<file path="config.mk">
export PLATFORM = sky130hd
export DESIGN_NAME = inst_fetch_unit
export DESIGN_NICKNAME = d
export VERILOG_FILES = /design/src/rtl/inst_fetch_unit.sv
export SDC_FILE = /design/constraint.sdc
export NUM_CORES = 1
export LEC_CHECK = 0
export ABC_AREA = 1
export CORE_MARGIN = 8
export CORE_UTILIZATION = 40
export CTS_CLUSTER_SIZE = 30
export DETAILED_ROUTE_END_ITERATION = 10
export PLACE_DENSITY = 0.75
export SLEW_MARGIN = 25
export SYNTH_ARGS = -nofsm -noshare
export SYNTH_HDL_FRONTEND = slang
export SYNTH_SLANG_ARGS = --single-unit
</file>
<file path="constraint.sdc">
create_clock -name clk -period 8.9 [get_ports clk]
set_input_delay 1.78 -clock clk [delete_from_list [all_inputs] [get_ports clk]]
set_output_delay 1.78 -clock clk [all_outputs]
set_load 0.02 [all_outputs]
</file>
<file path="src/rtl/inst_fetch_unit.sv">
// rtl/inst_fetch_unit.sv - PC generation and fetch queue feeding decode
//
// Ports:
//   clk, rst_n                 clock (rising edge), async active-low reset
//   fetch_en                   start/continue fetching when high
//   inst_add / inst_data       byte address to instruction memory, word returned combinationally
//   dec_valid/dec_ready        handshake toward decode for the queue head
//   dec_inst / dec_pc          head instruction (compressed zero-extended) and its PC
//   redirect_valid/redirect_pc branch/jump/trap target
//   fetch_err / fetch_err_pc   sticky misaligned-target flag and the offending target
module inst_fetch_unit #(
    parameter int INST_WIDTH                = 32,
    parameter int INST_MEMORY_ADDRESS_WIDTH = 16,
    parameter logic [INST_MEMORY_ADDRESS_WIDTH-1:0] RESET_PC = '0,
    parameter int FQ_DEPTH                  = 2
) (
    input  logic                                 clk,
    input  logic                                 rst_n,
    input  logic                                 fetch_en,
    output logic [INST_MEMORY_ADDRESS_WIDTH-1:0] inst_add,
    input  logic [INST_WIDTH-1:0]                inst_data,
    output logic                                 dec_valid,
    input  logic                                 dec_ready,
    output logic [INST_WIDTH-1:0]                dec_inst,
    output logic [INST_MEMORY_ADDRESS_WIDTH-1:0] dec_pc,
    input  logic                                 redirect_valid,
    input  logic [INST_MEMORY_ADDRESS_WIDTH-1:0] redirect_pc,
    output logic                                 fetch_err,
    output logic [INST_MEMORY_ADDRESS_WIDTH-1:0] fetch_err_pc
);

    localparam int AW    = INST_MEMORY_ADDRESS_WIDTH;
    localparam int PTR_W = (FQ_DEPTH > 1) ? $clog2(FQ_DEPTH) : 1;
    localparam int CNT_W = PTR_W + 1;

    typedef enum logic [1:0] {
        IDLE  = 2'd0,
        FETCH = 2'd1,
        HALT  = 2'd2
    } state_t;

    state_t          state, state_nxt;
    logic [AW-1:0]   pc, pc_nxt;

    logic [INST_WIDTH-1:0] q_inst [FQ_DEPTH];
    logic [AW-1:0]         q_pc   [FQ_DEPTH];
    logic [PTR_W-1:0]      rd_ptr, wr_ptr;
    logic [CNT_W-1:0]      count;

    logic                  is_full;
    logic                  redir;
    logic                  redir_bad;
    logic                  push;
    logic                  pop;
    logic                  is_rvc;
    logic [INST_WIDTH-1:0] push_inst;
    logic [AW-1:0]         pc_step;

    assign inst_add  = pc;
    assign is_full   = (count == CNT_W'(FQ_DEPTH));
    // Redirects are ignored once halted; the error state is only left by reset.
    assign redir     = redirect_valid && (state != HALT);
    assign redir_bad = redir && redirect_pc[0];
    // Fullness is judged before any same-cycle pop, so a drained slot is refilled a cycle later.
    assign push      = (state == FETCH) && !is_full && !redirect_valid;
    assign pop       = dec_valid && dec_ready && !redirect_valid;

    assign is_rvc    = (inst_data[1:0] != 2'b11);
    assign push_inst = is_rvc ? {{(INST_WIDTH-16){1'b0}}, inst_data[15:0]} : inst_data;
    assign pc_step   = is_rvc ? AW'(2) : AW'(4);

    always_comb begin
        state_nxt = state;
        pc_nxt    = pc;
        case (state)
            IDLE:    if (fetch_en)  state_nxt = FETCH;
            FETCH:   if (!fetch_en) state_nxt = IDLE;
            default: state_nxt = HALT;
        endcase
        if (redir) begin
            // A taken redirect freezes the IDLE/FETCH state for that cycle.
            state_nxt = state;
            if (redir_bad) state_nxt = HALT;
            else           pc_nxt    = redirect_pc;
        end else if (push) begin
            pc_nxt = pc + pc_step;
        end
    end

    always_ff @(posedge clk or negedge rst_n) begin
        if (!rst_n) begin
            state        <= IDLE;
            pc           <= RESET_PC;
            rd_ptr       <= '0;
            wr_ptr       <= '0;
            count        <= '0;
            fetch_err    <= 1'b0;
            fetch_err_pc <= '0;
        end else begin
            state <= state_nxt;
            pc    <= pc_nxt;
            if (redir_bad) begin
                fetch_err    <= 1'b1;
                fetch_err_pc <= redirect_pc;
            end
            if (redirect_valid) begin
                rd_ptr <= '0;
                wr_ptr <= '0;
                count  <= '0;
            end else begin
                if (push) wr_ptr <= wr_ptr + PTR_W'(1);
                if (pop)  rd_ptr <= rd_ptr + PTR_W'(1);
                if (push && !pop)      count <= count + CNT_W'(1);
                else if (pop && !push) count <= count - CNT_W'(1);
            end
        end
    end

    // Entry storage needs no reset: outputs are masked while the queue is empty.
    always_ff @(posedge clk) begin
        if (push) begin
            q_inst[wr_ptr] <= push_inst;
            q_pc[wr_ptr]   <= pc;
        end
    end

    assign dec_valid = (count != '0);
    assign dec_inst  = dec_valid ? q_inst[rd_ptr] : '0;
    assign dec_pc    = dec_valid ? q_pc[rd_ptr]   : '0;

endmodule

</file>
==> results.yml <==
outcome:
  outcome: "completed"
placement:
  place_area_um2: 7340
  io_buffers: 134
  dp.final_hpwl_um: 9760
  dp_slack_ns: 4.53
  dpl.cell_count: 867
  gp_congestion: 0.782
timing:
  timing.fmax_mhz: 212
  clock_skew_ns: 0.00836
  rsz0062_at_grt: "no"
  hold_viol: 0
  fin_ws_ns: 4.17
  timing.final.crit_share_pct: 53.1
  slew_viol_final: 0
  slew_headroom_pct: 39.8
  setup_tns_ns: 0
  setup_viol: 0
  finalCriticalPeriod_ns: 4.73
  tightest_slew_ns: 0.902
yosys:
  synth.avg_cell_area_um2: 10.2
  synth_cells: 569
  syn_area_um2: 5820
  synth.distinct_cells: 37
  synthFlopType: "edfxtp_1"
  async_flop_share_pct: 28.9
  yosys_register_bits: 135
  synth_area_leader_cell: "edfxtp_1"
  syn_nets: 624
  synth-edff-count: 96
  synth_warnings: 0
  yosysSeqAreaShare_pct: 66.3
  synth_top_area_share_pct: 49.5
  yosys-top-cells-area: "edfxtp_1, dfrtp_1, nand2_1"
power_and_ir_drop:
  vdd_ir_drop_max_uv: 116
  power_mw: 1.65
  p_per_area_nw_per_um2: 209
  cellLeakagePower_nw: 3.21
run:
  max_cap_viol_count: 0
critical_path:
  cp_data_required_time_ns: 7.12
  setup.worst_path.end_class: "primary output"
  crit_slowest_cell: "inv_2"
  worstPathArrival_ns: 2.95
  slowest_delay_ns: 0.82
  crit_path_max_fanout: 50
  worstSetupPathType: "reg -> out"
  crit_start: "rd_ptr$_DFFE_PN0P_"
  r2r_start: "state[1]$_DFFE_PN0P_"
  start_kind: "flop"
  cp_cell_sequence: "inv_2, nand2_1, a21oi_1, clkdlybuf4s50_1"
clock_network:
  post-cts-setup-buffer-count: 0
  ctsHtreeMaxLevel: 4
  clk-insertion-delay-late_ns: 0.41
  path_clk_slew_ns: 0.06
  root_buffer: "clkbuf_16"
  cts_resized: 0
  cts_hold_buf: 0
  cts_buffers: 17
  cts.sinks: 135
  clock_path_buffers: 2
  cts_tree: "built"
cells_and_area:
  stdcell_area_um2: 7890
  area_growth_pct: 35.5
  diodes: 0
  final-instance-count-excl-fill: 899
  drive_above_1_share_pct: 8.11
  final_cell_mix: "nand2_1, clkdlybuf4s50_1, edfxtp_1"
  layout_commonest_cell: "nand2_1"
  final_nets: 757
min_path:
  hold_path.startpoint: "fetch_err_pc[0]$_DFFE_PN0P_"
  hp-class: "reg -> reg"
route:
  routedWlPerCell_um: 15.6
  drt_iter0_markers: 299
  wl_um: 14000
  dr.pass1.iters: 5
  remaining_drc_errors: 0
  avgViaCountPerCell: 4.89
  ant_nets: 0
  vias: 4395
floorplan:
  start_util_pct: 40.5
  dieArea_um2: 18700
  core_um2: 14400
  fp.dieW_um: 137
  pin_count: 135
  fp.dieH_um: 137
  rows: 44
global_route:
  gr-usage-all-layers_pct: 15.4
  grt_pass1_wl_um: 22100
  antenna_found_initial: 0
  grt_pass1_vias: 4351
  grt_max_degree: 51
  grt-ovfl-total: 0
[metal layers]
| layer | global-route usage [%] | routed length [µm] | vias to the layer above |
|---|---|---|---|
| met5 | 0 | 0 | - |
| met4 | 6.71 | 140 | 0 |
| met3 | 5.87 | 1340 | 14 |
| met2 | 24.7 | 6740 | 170 |
| met1 | 18.1 | 5780 | 2055 |
| li1 | - | - | 2156 |
[cell type report]
| type | instances | area [µm²] |
|---|---|---|
| clock inverters | 12 | 73.8 |
| well taps | 184 | 230 |
| flip-flops and latches | 135 | 3860 |
| repair buffers | 138 | 1390 |
| fillers | 1222 | 6480 |
| inverters | 57 | 216 |
| multi-input cells | 353 | 1650 |
| clock buffers | 20 | 468 |
[stage by stage]
step | hold WS, ns | utilization [%]
6_report | 0.471 | 54.9
4_1_cts | 0.476 | 54.9
3_3_place_gp | 0.452 | 50.9
3_5_place_dp | 0.463 | 51.1
2_1_floorplan | 0.448 | -
5_1_grt | 0.502 | 54.9
[flip-flops by register name (all words and copies together), names as in the netlist]
signal        flops
rd_ptr            1
inst_add         16
count             2
fetch_err         1
q_pc             32
q_inst           64
wr_ptr            1
fetch_err_pc     16
state             2
[worst max-delay path: cells and delay by family (launching register included)]
family                 cells  cell delay [ns]
buffers and inverters      2             1.45
DFF                        1             0.72
and+or+nand+nor            1             0.14
AOI/OAI and AO/OA          1             0.21
[path summary, 6_finish.rpt]
check                                         endpoint  slack (ns)  cells after the start
min in group asynchronous  fetch_err_pc[9]$_DFFE_PN0P_        1.36                      1
hold reg to reg            fetch_err_pc[0]$_DFFE_PN0P_        0.47                      2
setup / recovery                            dec_pc[11]        4.17                      4
setup reg to reg                q_inst[0][3]$_DFFE_PP_        6.63                      6
max in group asynchronous           rd_ptr$_DFFE_PN0P_        7.14                      1
hold / removal             fetch_err_pc[0]$_DFFE_PN0P_        0.47                      2
[cell families (layout without fill, tap and decap cells)]
family | count (synthesis) | in the layout | share of synthesized area (%)
XOR/XNOR | 3 | 3 | 0.452
adder cells (fa/ha/maj) | 2 | 2 | 0.430
AO/OA/AOI/OAI | 93 | 93 | 8.60
flip-flops | 135 | 135 | 66.3
multiplexers | 3 | 3 | 0.581
AND/OR/NAND/NOR | 252 | 252 | 17.9
buffers and inverters | 81 | 227 | 5.68
[where the power goes]
part	leakage [nW]	switching [mW]	total, mW	internal [mW]
logic	1.60	0.182	0.326	0.144
clock network	0.277	0.252	0.630	0.377
registers	1.33	0.0186	0.693	0.675
total	3.21	0.453	1.65	1.20
[synth_stat cells, types with 3 or more instances]
| cell | n |
|---|---|
| a21oi_1 | 59 |
| a21oi_2 | 3 |
| buf_2 | 10 |
| clkbuf_1 | 11 |
| dfrtp_1 | 39 |
| edfxtp_1 | 96 |
| inv_1 | 51 |
| inv_2 | 5 |
| mux2_1 | 3 |
| nand2_1 | 187 |
| nand3_1 | 19 |
| nand3b_1 | 4 |
| nor2_1 | 26 |
| nor2_2 | 5 |
| o21ai_0 | 23 |
Power figures use the tool's default switching activity.
